===== config.mk =====
export PLATFORM = sky130hd
export DESIGN_NAME = uart_tx_fifo
export DESIGN_NICKNAME = d
export VERILOG_FILES = /design/src/rtl/uart_tx_fifo.sv
export SDC_FILE = /design/constraint.sdc
export NUM_CORES = 1
export LEC_CHECK = 0
export BUFFER_PORTS_ARGS = -buffer_cell sky130_fd_sc_hd__buf_2
export CAP_MARGIN = 20
export CORE_MARGIN = 5
export CORE_UTILIZATION = 35
export CTS_CLUSTER_SIZE = 12
export DETAILED_ROUTE_END_ITERATION = 16
export GPL_TIMING_DRIVEN = 0
export HOLD_SLACK_MARGIN = 0.12
export PLACE_DENSITY_LB_ADDON = 0.15
export SLEW_MARGIN = 20
export SYNTH_ARGS = -nofsm -noshare
export SYNTH_HDL_FRONTEND = slang
export SYNTH_SLANG_ARGS = --single-unit

===== constraint.sdc =====
create_clock -name clk -period 3.8 [get_ports clk]
set_input_delay 0.19 -clock clk [delete_from_list [all_inputs] [get_ports clk]]
set_output_delay 0.19 -clock clk [all_outputs]
set_load 0.02 [all_outputs]

===== src/rtl/uart_tx_fifo.sv =====
// uart_tx_fifo: UART transmitter fed by a small synchronous FIFO.
//
// Ports:
//   clk          - sole clock, rising edge
//   reset        - synchronous, active-high reset
//   wr_uart      - one-cycle write strobe for w_data
//   w_data       - byte to transmit (DBIT bits)
//   tx           - registered serial line, idle high
//   tx_full      - FIFO full (registered)
//   tx_empty     - FIFO empty (registered)
//   tx_busy      - high whenever the FSM is not in IDLE
//   tx_done_tick - one-cycle pulse in the IDLE cycle that ends a frame
//
// Build option: define UART_TX_PARITY_EN to add an even-parity bit
// between the last data bit and the stop bit.
module uart_tx_fifo #(
  parameter int unsigned DBIT     = 8,
  parameter int unsigned SB_TICK  = 16,
  parameter int unsigned DVSR     = 163,
  parameter int unsigned DVSR_BIT = 8,
  parameter int unsigned FIFO_W   = 2
) (
  input  logic            clk,
  input  logic            reset,
  input  logic            wr_uart,
  input  logic [DBIT-1:0] w_data,
  output logic            tx,
  output logic            tx_full,
  output logic            tx_empty,
  output logic            tx_busy,
  output logic            tx_done_tick
);

  localparam int unsigned DEPTH = 1 << FIFO_W;
  localparam int unsigned S_MAX = (SB_TICK > 16) ? SB_TICK : 16;
  localparam int unsigned S_W   = $clog2(S_MAX);
  localparam int unsigned N_W   = (DBIT > 1) ? $clog2(DBIT) : 1;

`ifdef UART_TX_PARITY_EN
  localparam int unsigned ST_W = 3;
`else
  localparam int unsigned ST_W = 2;
`endif

  localparam logic [ST_W-1:0] IDLE   = ST_W'(0);
  localparam logic [ST_W-1:0] START  = ST_W'(1);
  localparam logic [ST_W-1:0] DATA   = ST_W'(2);
  localparam logic [ST_W-1:0] STOP   = ST_W'(3);
`ifdef UART_TX_PARITY_EN
  localparam logic [ST_W-1:0] PARITY = ST_W'(4);
`endif

  // FIFO storage and pointers
  logic [DBIT-1:0]   mem_q [DEPTH];
  logic [FIFO_W-1:0] w_ptr_q, w_ptr_d, r_ptr_q, r_ptr_d;
  logic [FIFO_W-1:0] w_succ_c, r_succ_c;
  logic              full_q, full_d, empty_q, empty_d;
  logic              push_c, pop_c;

  // Transmitter state
  logic [ST_W-1:0]     state_q, state_d;
  logic [DVSR_BIT-1:0] cnt_q, cnt_d;
  logic [S_W-1:0]      s_q, s_d;
  logic [N_W-1:0]      n_q, n_d;
  logic [DBIT-1:0]     b_q, b_d;
  logic                tx_q, tx_d;
  logic                done_q, done_d;
  logic                busy_q, busy_d;
  logic                s_tick_c;
`ifdef UART_TX_PARITY_EN
  logic                par_q, par_d;
`endif

  // The FSM pops whenever it sits in IDLE with data waiting; a write to a
  // full FIFO is only accepted when that pop frees a slot in the same cycle.
  assign pop_c    = (state_q == IDLE) && !empty_q;
  assign push_c   = wr_uart && (!full_q || pop_c);
  assign w_succ_c = w_ptr_q + 1'b1;
  assign r_succ_c = r_ptr_q + 1'b1;
  assign s_tick_c = (cnt_q == DVSR_BIT'(DVSR - 1));

  // FIFO pointer and flag update
  always_comb begin
    w_ptr_d = w_ptr_q;
    r_ptr_d = r_ptr_q;
    full_d  = full_q;
    empty_d = empty_q;
    case ({push_c, pop_c})
      2'b10: begin
        w_ptr_d = w_succ_c;
        empty_d = 1'b0;
        full_d  = (w_succ_c == r_ptr_q);
      end
      2'b01: begin
        r_ptr_d = r_succ_c;
        full_d  = 1'b0;
        empty_d = (r_succ_c == w_ptr_q);
      end
      2'b11: begin
        w_ptr_d = w_succ_c;
        r_ptr_d = r_succ_c;
      end
      default: ;
    endcase
  end

  // Next-state and output logic for the transmitter
  always_comb begin
    state_d = state_q;
    cnt_d   = s_tick_c ? '0 : cnt_q + 1'b1;
    s_d     = s_q;
    n_d     = n_q;
    b_d     = b_q;
    done_d  = 1'b0;
`ifdef UART_TX_PARITY_EN
    par_d   = par_q;
`endif
    case (state_q)
      IDLE: begin
        if (!empty_q) begin
          state_d = START;
          b_d     = mem_q[r_ptr_q];
          s_d     = '0;
          cnt_d   = '0;  // start bit is timed from the pop edge
`ifdef UART_TX_PARITY_EN
          par_d   = ^mem_q[r_ptr_q];
`endif
        end
      end
      START: begin
        if (s_tick_c) begin
          if (s_q == S_W'(15)) begin
            state_d = DATA;
            s_d     = '0;
            n_d     = '0;
          end else begin
            s_d = s_q + 1'b1;
          end
        end
      end
      DATA: begin
        if (s_tick_c) begin
          if (s_q == S_W'(15)) begin
            s_d = '0;
            b_d = b_q >> 1;
            if (n_q == N_W'(DBIT - 1)) begin
`ifdef UART_TX_PARITY_EN
              state_d = PARITY;
`else
              state_d = STOP;
`endif
            end else begin
              n_d = n_q + 1'b1;
            end
          end else begin
            s_d = s_q + 1'b1;
          end
        end
      end
`ifdef UART_TX_PARITY_EN
      PARITY: begin
        if (s_tick_c) begin
          if (s_q == S_W'(15)) begin
            state_d = STOP;
            s_d     = '0;
          end else begin
            s_d = s_q + 1'b1;
          end
        end
      end
`endif
      STOP: begin
        if (s_tick_c) begin
          if (s_q == S_W'(SB_TICK - 1)) begin
            state_d = IDLE;
            done_d  = 1'b1;
          end else begin
            s_d = s_q + 1'b1;
          end
        end
      end
      default: state_d = IDLE;
    endcase

    // tx follows the state being entered so the line changes with the state
    tx_d = 1'b1;
    case (state_d)
      START:  tx_d = 1'b0;
      DATA:   tx_d = b_d[0];
`ifdef UART_TX_PARITY_EN
      PARITY: tx_d = par_d;
`endif
      default: tx_d = 1'b1;
    endcase
    busy_d = (state_d != IDLE);
  end

  // FIFO storage; contents need no reset since the pointers gate reads
  always_ff @(posedge clk) begin
    if (!reset && push_c) begin
      mem_q[w_ptr_q] <= w_data;
    end
  end

  // State registers
  always_ff @(posedge clk) begin
    if (reset) begin
      w_ptr_q <= '0;
      r_ptr_q <= '0;
      full_q  <= 1'b0;
      empty_q <= 1'b1;
      state_q <= IDLE;
      cnt_q   <= '0;
      s_q     <= '0;
      n_q     <= '0;
      b_q     <= '0;
      tx_q    <= 1'b1;
      done_q  <= 1'b0;
      busy_q  <= 1'b0;
`ifdef UART_TX_PARITY_EN
      par_q   <= 1'b0;
`endif
    end else begin
      w_ptr_q <= w_ptr_d;
      r_ptr_q <= r_ptr_d;
      full_q  <= full_d;
      empty_q <= empty_d;
      state_q <= state_d;
      cnt_q   <= cnt_d;
      s_q     <= s_d;
      n_q     <= n_d;
      b_q     <= b_d;
      tx_q    <= tx_d;
      done_q  <= done_d;
      busy_q  <= busy_d;
`ifdef UART_TX_PARITY_EN
      par_q   <= par_d;
`endif
    end
  end

  assign tx           = tx_q;
  assign tx_full      = full_q;
  assign tx_empty     = empty_q;
  assign tx_busy      = busy_q;
  assign tx_done_tick = done_q;

endmodule


; After elaboration in Yosys (flattened, before gate mapping)
; Memory sizes are Yosys's and may differ from the RTL's. A register that Yosys moved wholly into a read port is not among the register bits.
; Index checks and enable logic that the tools add are counted.
[op_classes]
add_sub_neg = 5
n_eq_ne = 22
mux = 36
bitwise = 2
n_reduce_logical = 19
[op_table]
columns = op, n
row1 = $mux W8, 6
row2 = $mux W2, 10
row3 = $mux W4, 5
row4 = $ne A2 B2 Y1 const B, 8
row5 = $pmux W8 S2, 1
row6 = $mux W3, 5
row7 = $pmux W4 S3, 1
row8 = $eq A2 B2 Y1 const B, 5
row9 = $add A8 B1 Y8 const B, 1
row10 = $eq A8 B8 Y1 const B, 1
row11 = $pmux W2 S4, 1
row12 = $reduce_and A4 Y1, 2
row13 = $reduce_bool A2 Y1, 4
row14 = $eq A2 B1 Y1 const B, 3
row15 = $pmux W1 S2, 3
row16 = $pmux W3 S2, 1
row17 = $reduce_and A6 Y1, 1
row18 = $reduce_or A2 Y1, 3
row19 = $add A2 B1 Y2 const B, 2
row20 = $add A4 B1 Y4 const B, 1
row21 = $eq A2 B2 Y1, 2
row22 = $eq A4 B4 Y1 const B, 1
row23 = $add A3 B1 Y3 const B, 1
row24 = $eq A3 B3 Y1 const B, 1
row25 = other kinds (8), 15
[word_totals]
reg_bits = 34
ram_bits = 32
input_bits = 11
memories = 1
[memory_table]
columns = memory, words, width, read_ports, rd_clocked_by_memory_dff, wr, line
row1 = mem_q, 4, 8, 1, 1, 1, 54  ; logic [DBIT-1:0] mem_q [DEPTH];

; Longest topological paths before layout
; Gate-level depths: netlist (run 1).
[logic_depth]
word_depth = 8
mapped_depth = 10
ltp_nobuf = 10

; Worst setup path after synthesis (run 1)
; No wires, ideal clock.
[synth_path]
path_type = register to register
from = register state_q[0]
to = register full_q, in the netlist tx_full
setup_ns = 0.065
t_arrival_ns = 1.717
slack_ns = 2.017
stages_incl_launch_ff = 11
path_cell_list = dfxtp_1 inv_1 ha_1 nand2b_1 nand2_1 nand2_1 inv_1 ha_1 nor4_1 a21oi_1 nor2_1
[synth_via]
elab_chain_len = 6
elab_cells_between_ends = 8
classes_between = eq/ne: 2 / mux: 1 / reduce/logical: 5
[synth_lines]
columns = item, line
row1 = start: declaration, 61  ; logic [ST_W-1:0] state_q, state_d;
row2 = start signal: assignment, 228  ; state_q <= state_d;
row3 = $logic_not A2 Y1 (*), 76  ; assign pop_c = (state_q == IDLE) && !empty_q;
row4 = $logic_and A1 B1 Y1 (*), 76
row5 = $logic_or A1 B1 Y1, 77  ; assign push_c = wr_uart && (!full_q || pop_c);
row6 = $logic_and A1 B1 Y1, 77
row7 = $eq A2 B1 Y1 or $eq A2 B2 Y1 (tied branches), 88  ; case ({push_c, pop_c})
row8 = $pmux W1 S2 or $reduce_bool A2 Y1 (tied branches), -
row9 = end signal: assignment, 226  ; full_q <= full_d;
row10 = end: declaration, 57  ; logic full_q, full_d, empty_q, empty_d;
; Mark *: on every way between the ends. The rest lies on a longest branch, timed or not.
; A chain may end at the register's enable or synchronous reset.

; Final worst setup path (run 1)
[layout_path]
from = register state_q[0]
to = register tx_q, in the netlist tx
[layout_via]
elab_chain_len = 6
elab_cells_between_ends = 17
classes_between = eq/ne: 5 / mux: 11 / reduce/logical: 1
[layout_lines]
columns = item, line
row1 = $mux W2, 146  ; if (n_q == N_W'(DBIT - 1)) begin
row2 = $mux W2, 143  ; if (s_q == S_W'(15)) begin
row3 = $mux W2, 142  ; if (s_tick_c) begin
row4 = $pmux W2 S4, 118  ; case (state_q)
row5 = $eq A2 B2 Y1 or $eq A2 B1 Y1 (tied branches), 187  ; case (state_d)
row6 = $pmux W1 S2 (*), 187
row7 = end signal: assignment, 233  ; tx_q <= tx_d;
row8 = end: declaration, 66  ; logic tx_q, tx_d;
; Marked as above.

==> results of run 1 <==
path summary, 6_finish.rpt:
check                               end                  start  slack, ns
setup / recovery          tx$_SDFF_PP1_  state_q[0]$_SDFF_PP0_       1.59
setup reg to reg          tx$_SDFF_PP1_  state_q[0]$_SDFF_PP0_       1.59
hold / removal    tx_empty$_SDFFE_PP1P_                wr_uart       0.36
hold reg to reg     cnt_q[0]$_SDFF_PP0_    cnt_q[0]$_SDFF_PP0_       0.46
area by class of cell:
class	count	area [µm²]
Multi-Input combinational cell	173	1320
Clock inverter	7	82.6
Inverter	9	33.8
Sequential cell	68	1680
Fill cell	809	5060
Clock buffer	9	124
Tap cell	108	135
Buffer	9	46.3
Timing Repair Buffer	23	155
worst max-delay path: stages (launching register included):
cell	delay (ns)
dfxtp_1	0.37
inv_1	0.12
ha_1	0.17
clkbuf_1	0.40
nand4_1	0.21
o311ai_0	0.56
nand2_1	0.11
a2bb2oi_1	0.15
synthesized netlist by cell type (all sizes together) (3+ instances only):
cell | number | area share
xor2 | 5 | 0.014
clkbuf | 5 | 0.0061
and2 | 5 | 0.010
buf | 4 | 0.0089
and3 | 4 | 0.0081
nor2 | 35 | 0.043
o21ai | 8 | 0.013
xnor2 | 7 | 0.020
a22oi | 6 | 0.015
edfxtp | 32 | 0.31
or3 | 5 | 0.012
ha | 17 | 0.069
nand2b | 3 | 0.0061
nand2 | 11 | 0.013
mux4 | 7 | 0.051
nor3 | 6 | 0.017
nand3 | 8 | 0.015
dfxtp | 36 | 0.23
a211oi | 6 | 0.016
a21oi | 12 | 0.023
inv | 9 | 0.011
metrics by stage:
step | cell area [µm²] | utilization | total power (µW) | hold WS, ns
finish | 3570 | 0.414 | 2060 | 0.363
global route | 3570 | 0.414 | 2200 | 0.438
CTS | 3570 | 0.414 | 2100 | 0.349
detailed placement | 3290 | 0.381 | 1460 | 0.408
global placement | 3290 | 0.381 | 1450 | 0.408
floorplan | 3080 | - | 1330 | 0.289
kinds of logic after synthesis:
logic type | Yosys count | synth area share
xor+xnor | 12 | 0.0342
fa+ha+maj | 17 | 0.0691
compound gates | 47 | 0.111
flops | 68 | 0.547
simple gates | 87 | 0.151
mux | 10 | 0.0614
buf+inv | 18 | 0.0260
report_power, final:
| group | leakage (µW) | switching (µW) | internal (µW) |
|---|---|---|---|
| Clock | 0.0000988 | 309 | 314 |
| Combinational | 0.000603 | 287 | 227 |
| Sequential | 0.000584 | 62.2 | 863 |
flip-flops by register name, indices dropped and copies added, names as in the netlist, named ones only:
name,flops
b_q,8
cnt_q,8
mem_q,32
n_q,3
r_ptr_q,2
s_q,4
state_q,2
tx,1
tx_busy,1
tx_done_tick,1
tx_empty,1
tx_full,1
w_ptr_q,2
per-layer routing:
layer | GRT usage | vias to the layer above | part of all wire
met1 | 0.151 | 944 | 0.48
met4 | 0.0463 | 0 | 0.021
met2 | 0.179 | 33 | 0.47
met3 | 0.0305 | 12 | 0.034
met5 | 0 | - | 0
li1 | - | 1019 | -
==> flow_summary.toml, run 1 <==
[status]
status = "completed"

[final_layout]
final_common_cell = "dfxtp_1"
final_cell_mix = "dfxtp_1 (36), nor2_1 (35), edfxtp_1 (32)"
instances_no_fill = 406
syn2layout_area_growth_pct = 16.1
antenna_cells = 0
drive_gt1_frac = 0.171
final_nets = 321

[cts]
cts_buffer_depth = 2
cts_tree = "done"
clock_latency_ns = 0.34
post-cts-setup-buffers = 0
clkTransAtPathRegs_ns = 0.08
post_cts_resize_count = 0
cts-root-buf = "clkbuf_8"
numCtsBuffers = 9
cts_hold_buf = 8
cts.sinks = 68
htreeDepth = 3

[timing]
grt_setup_unrepaired = "no"
period_needed_ns = 2.21
relSlewSlack = 0.601
layout_setup_ws_ns = 1.59
fmax_mhz = 452
finalHoldViolCount = 0
skew_ns = 0.00465
fin_crit_sh = 0.582
worst_slew_pin_slew_ns = 0.595
drv_slew = 0
fin_setup_tns_ns = 0
finalSetupViolCount = 0

[drt]
postRouteAntennaNets = 0
dr.pass1.iters = 4
vias_per_cell = 4.95
drt_iter0_drc = 79
drt-total-wl_mm = 5.76
drc = 0
wl_per_cell_um = 14.2
dr_total_vias = 2008

[worst_setup_path]
worstSetupPathType = "reg -> reg"
crit_fanout = 10
required_ns = 4.03
ff2ff_path_depth = 7
end_kind = "register"
cp_data_arrival_time_ns = 2.44
crit_path_start_kind = "register"

[synthesis]
synth_edf_count = 32
syn_inst = 259
synth_ff_type = "dfxtp_1"
ys_ff_latch = 68
ys.warnings.count = 0
yosysSeqAreaShare = 0.547
syn_area_mm2 = 0.00308
async_reset_ff_frac = 0
synth_cell_type_count = 54
syn_area_per_cell_um2 = 11.9
synth_nets = 287

[grt]
grt_antenna_before_repair = 0
grt_pass1_wl_mm = 10.0
grt_pass1_vias = 2003
grt_max_degree = 15
track_usage = 0.115
grt_overflow = 0

[power]
power_density_mw_per_mm2 = 577
p_leak_uw = 0.00129
max-vdd-ir-drop_mv = 0.261

[hold_path]
hold_depth = 5
hold_class = "in -> reg"

[die]
dieArea_mm2 = 0.0108
die_y_um = 104
die_x_um = 104
start_util = 0.356
std_cell_rows = 34
core_mm2 = 0.00864
pin_count = 16

[placement]
place_congestion = 0.699
dpl_worst_slack_ns = 1.63
port_buffers = 15
dp.final_hpwl_mm = 3.99
placed_cells = 382

[run]
drv_cap = 0
(Power assumes the default switching activity.)
==> run 2: changes to the inputs <==
==> constraint.sdc (replaced) <==
create_clock -name clk -period 2.28 [get_ports clk]
set_input_delay 0.114 -clock clk [delete_from_list [all_inputs] [get_ports clk]]
set_output_delay 0.114 -clock clk [all_outputs]
set_load 0.02 [all_outputs]
==> flow_summary.toml, run 2 (synthesis gave the netlist of run 1 again) <==
[timing]
skew_ns = 0.00465
worst_slew_pin_slew_ns = 0.595
period_needed_ns = 2.02
relSlewSlack = 0.601
finalHoldViolCount = 0
finalSetupViolCount = 0
fmax_mhz = 494
drv_slew = 0
layout_setup_ws_ns = 0.257
fin_crit_sh = 0.887
fin_setup_tns_ns = 0
grt_setup_unrepaired = "no"

[worst_setup_path]
required_ns = 2.27
end_kind = "register"
crit_path_start_kind = "register"
critPathTopFamily = "simple AND/OR/NAND/NOR gates"
cp_data_arrival_time_ns = 2.01
worstSetupPathType = "reg -> reg"
cpMostUsedCell = "nand2_1"
path_buf_inv = 1
crit_fanout = 8
slowest_delay_ns = 0.46
crit_path_cell_trace = "inv_1 -> ha_1 -> nand2b_1 -> nand2_1 -> nand2_1 -> nor2_1 -> and2_1"
crit_slowest_cell = "and2_1"

[drt]
vias_per_cell = 4.97
drt-total-wl_mm = 5.77
drt_iter0_drc = 79
postRouteAntennaNets = 0
dr_total_vias = 2016
dr.pass1.iters = 4
drc = 0
wl_per_cell_um = 14.2

[cts]
clock_latency_ns = 0.34
clkTransAtPathRegs_ns = 0.08
numCtsBuffers = 9
htreeDepth = 3
cts_tree = "done"
cts-root-buf = "clkbuf_8"
cts_buffer_depth = 2
cts.sinks = 68
post-cts-setup-buffers = 0

[hold_path]
hold_class = "in -> reg"

[final_layout]
antenna_cells = 0
drive_gt1_frac = 0.178
largest_register_ffs = 32
fill_cells = 812
reg_top3 = "mem_q (32), b_q (8), cnt_q (8)"
final_cell_mix = "nor2_1 (35), dfxtp_1 (35), edfxtp_1 (32)"
largest-register = "mem_q"
syn2layout_area_growth_pct = 16.2
final_nets = 321

[power]
p_clk_frac = 0.302
power_density_mw_per_mm2 = 962
max-vdd-ir-drop_mv = 0.436
p_leak_uw = 0.00129
seqPwrFrac = 0.449
p_int_uw = 2340
sw_frac_of_total = 0.319
p_sw_uw = 1100
p_comb_frac = 0.249

[grt]
grt_pass1_vias = 2003
grt_antenna_before_repair = 0
grt_overflow = 0
grt_max_degree = 15
track_usage = 0.115
grt_pass1_wl_mm = 10.0

[die]
std_cell_rows = 34
die_y_um = 104
die_x_um = 104
core_mm2 = 0.00864
pin_count = 16
start_util = 0.356
dieArea_mm2 = 0.0108

[placement]
dpl_worst_slack_ns = 0.114
dp.final_hpwl_mm = 3.99
port_buffers = 15
place_congestion = 0.699

[run]
drv_cap = 0

[status]
status = "completed"
-- run 2: cell type report --
cell class,instances,area (µm²),share of cell area
clock buffer,9,124,0.0346
sequential,68,1680,0.471
clock inverter,7,82.6,0.0231
tap,108,135,0.0378
multi-input combinational,173,1320,0.368
timing repair buffer,23,155,0.0434
buffer,9,47.5,0.0133
inverter,9,33.8,0.00945
-- run 2: worst register-to-register path, cell delays in order, from the launching register on --
cell and delay [ns]:
dfxtp_2 0.36, inv_1 0.11, ha_1 0.23, nand2b_1 0.15, nand2_1 0.10, nand2_1 0.09, nor2_1 0.18, and2_1 0.46
-- run 2: path summary, 6_finish.rpt --
check / to / from / depth (start not counted) / slack (ns)
max: mem_q[0][6]$_DFFE_PP_ / state_q[0]$_SDFF_PP0_ / 7 / 0.26
min: tx_empty$_SDFFE_PP1P_ / wr_uart / 5 / 0.29
max reg2reg: mem_q[0][6]$_DFFE_PP_ / state_q[0]$_SDFF_PP0_ / 7 / 0.26
min reg2reg: cnt_q[0]$_SDFF_PP0_ / cnt_q[0]$_SDFF_PP0_ / 1 / 0.46
-- run 2: power groups by stage --
stage          registers (µW)  clock network (µW)  logic, µW
2_1_floorplan            1570                   0        642
3_3_place_gp             1570                   0        856
3_5_place_dp             1570                   0        860
4_1_cts                  1540                1080        872
5_1_grt                  1570                1130        969
6_report                 1540                1040        857
-- run 2: metal layers --
metal	vias to the layer above	GRT usage	part of all wire
li1	1019	-	-
met1	954	0.151	0.48
met2	31	0.179	0.47
met3	12	0.0305	0.034
met4	0	0.0463	0.021
met5	-	0	0
-- run 2: timing repair --
item                       in CTS  in global routing
hold endpoints to repair       32                  0
setup endpoints to repair       0                  2
hold buffers                    8                  0
gates resized for setup         0                  3
-- run 2: metrics by stage --
step	instance area (µm²)	cells	hold WS, ns	util	power [µW]
finish	3580	406	0.287	0.414	3440
floorplan	3080	259	0.213	-	2210
global placement	3290	382	0.332	0.381	2420
global route	3580	406	0.362	0.414	3660
detailed placement	3290	382	0.332	0.381	2430
CTS	3570	406	0.273	0.414	3490
==> run 3: changes to the inputs <==
==> constraint.sdc (replaced) <==
create_clock -name clk -period 1.9 [get_ports clk]
set_input_delay 0.095 -clock clk [delete_from_list [all_inputs] [get_ports clk]]
set_output_delay 0.095 -clock clk [all_outputs]
set_load 0.02 [all_outputs]
==> flow_summary.toml, run 3 (synthesis gave the netlist of run 1 again) <==
[timing]
skew_ns = 0.00548
worst_slew_pin_slew_ns = 0.593
finalSetupViolCount = 0
finalHoldViolCount = 0
grt_setup_unrepaired = "yes"
period_needed_ns = 1.81
relSlewSlack = 0.602
fmax_mhz = 554
drv_slew = 0
fin_crit_sh = 0.951

[cts]
htreeDepth = 3
cts-root-buf = "clkbuf_8"
clkTransAtPathRegs_ns = 0.08
cts_buffer_depth = 2
numCtsBuffers = 9
cts_tree = "done"
clock_latency_ns = 0.34
cts.sinks = 68

[power]
p_sw_uw = 1350
p_comb_frac = 0.267
seqPwrFrac = 0.439
power_density_mw_per_mm2 = 1150
p_leak_uw = 0.00132
sw_frac_of_total = 0.319
max-vdd-ir-drop_mv = 0.523
p_clk_frac = 0.294
p_int_uw = 2880

[die]
core_mm2 = 0.00864
start_util = 0.356
pin_count = 16
dieArea_mm2 = 0.0108
std_cell_rows = 34
die_x_um = 104
die_y_um = 104

[drt]
drt_iter0_drc = 79
vias_per_cell = 5.00
dr.pass1.iters = 4
wl_per_cell_um = 14.5
postRouteAntennaNets = 0
drc = 0
dr_total_vias = 2041
drt-total-wl_mm = 5.91

[final_layout]
fill_cells = 806
largest_register_ffs = 32
largest-register = "mem_q"
antenna_cells = 0
reg_top3 = "mem_q (32), b_q (8), cnt_q (8)"
syn2layout_area_growth_pct = 19.5
fin_util = 0.426
fin_area_mm2 = 0.00368
final_cell_mix = "nor2_1 (33), dfxtp_1 (33), edfxtp_1 (32)"
drive_gt1_frac = 0.243
final_nets = 323

[grt]
grt_pass1_vias = 2012
grtUsageMet1 = 0.151
track_usage = 0.116
met3_usage = 0.0317
grt_overflow = 0
grt_antenna_before_repair = 0
top_usage_layer = "met2"
grt_pass1_wl_mm = 10.1
met2_usage = 0.183
grt_max_degree = 15

[run]
drv_cap = 0

[hold_path]
hold_class = "in -> reg"

[placement]
place_congestion = 0.699
dp.final_hpwl_mm = 3.99
place_area_mm2 = 0.00329
port_buffers = 15

[status]
status = "completed"

[worst_setup_path]
end_kind = "register"
cp_data_arrival_time_ns = 2.04
worstSetupPathType = "reg -> reg"
crit_path_start_kind = "register"
required_ns = 2.13
crit_fanout = 4
## run 3: per-layer routing
layer	vias to the layer above	routed length, µm
li1	1017	-
met1	973	2740
met2	39	2820
met3	12	229
met4	0	125
met5	-	0
## run 3: power by group through the flow
stage	clock network [µW]	logic, µW	registers (µW)
after floorplan	0	771	1880
after global placement	0	1030	1880
after detailed placement	0	1030	1880
after CTS	1290	1110	1860
after global routing	1350	1270	1880
final	1240	1130	1860
## run 3: final timing paths
path | start | endpoint | slack, ns | cells after the start
max | cnt_q[0]$_SDFF_PP0_ | tx$_SDFF_PP1_ | 0.09 | 7
min | wr_uart | tx_empty$_SDFFE_PP1P_ | 0.26 | 5
max reg2reg | cnt_q[0]$_SDFF_PP0_ | tx$_SDFF_PP1_ | 0.09 | 7
min reg2reg | cnt_q[0]$_SDFF_PP0_ | cnt_q[0]$_SDFF_PP0_ | 0.43 | 1
## run 3: per-stage QoR
| step | instances | setup TNS, ns | total power, µW | setup slack (ns) | hold slack (ns) |
|---|---|---|---|---|---|
| floorplan | 259 | 0 | 2650 | 0.117 | 0.194 |
| global placement | 382 | -6.20 | 2910 | -0.302 | 0.313 |
| detailed placement | 382 | -5.72 | 2920 | -0.266 | 0.313 |
| CTS | 407 | 0 | 4250 | 0.000833 | 0.268 |
| global route | 408 | -0.0651 | 4510 | -0.0358 | 0.321 |
| finish | 408 | 0 | 4230 | 0.0937 | 0.262 |
## run 3: area by class of cell
cell class | instances | area [µm²] | area share
inverters | 9 | 33.8 | 0.00919
repair buffers | 25 | 170 | 0.0463
plain buffers | 9 | 53.8 | 0.0146
well taps | 108 | 135 | 0.0367
flip-flops and latches | 68 | 1690 | 0.459
multi-input cells | 173 | 1390 | 0.378
clock buffers | 9 | 124 | 0.0337
clock inverters | 7 | 82.6 | 0.0225
## run 3: what timing repair did
action                                 CTS  global route
setup buffers                            1             1
setup endpoints to repair               53            57
pin swaps                                0             3
hold buffers                             8             0
resized for setup                       14            14
endpoints found under the hold margin   32             0
## run 3: critical path, cell delays in order (launching register included)
cell       delay, ns
dfxtp_2         0.34
inv_1           0.05
ha_1            0.17
nand4b_1        0.31
o31ai_2         0.34
a221o_1         0.26
nand2_1         0.07
a2bb2oi_1       0.14
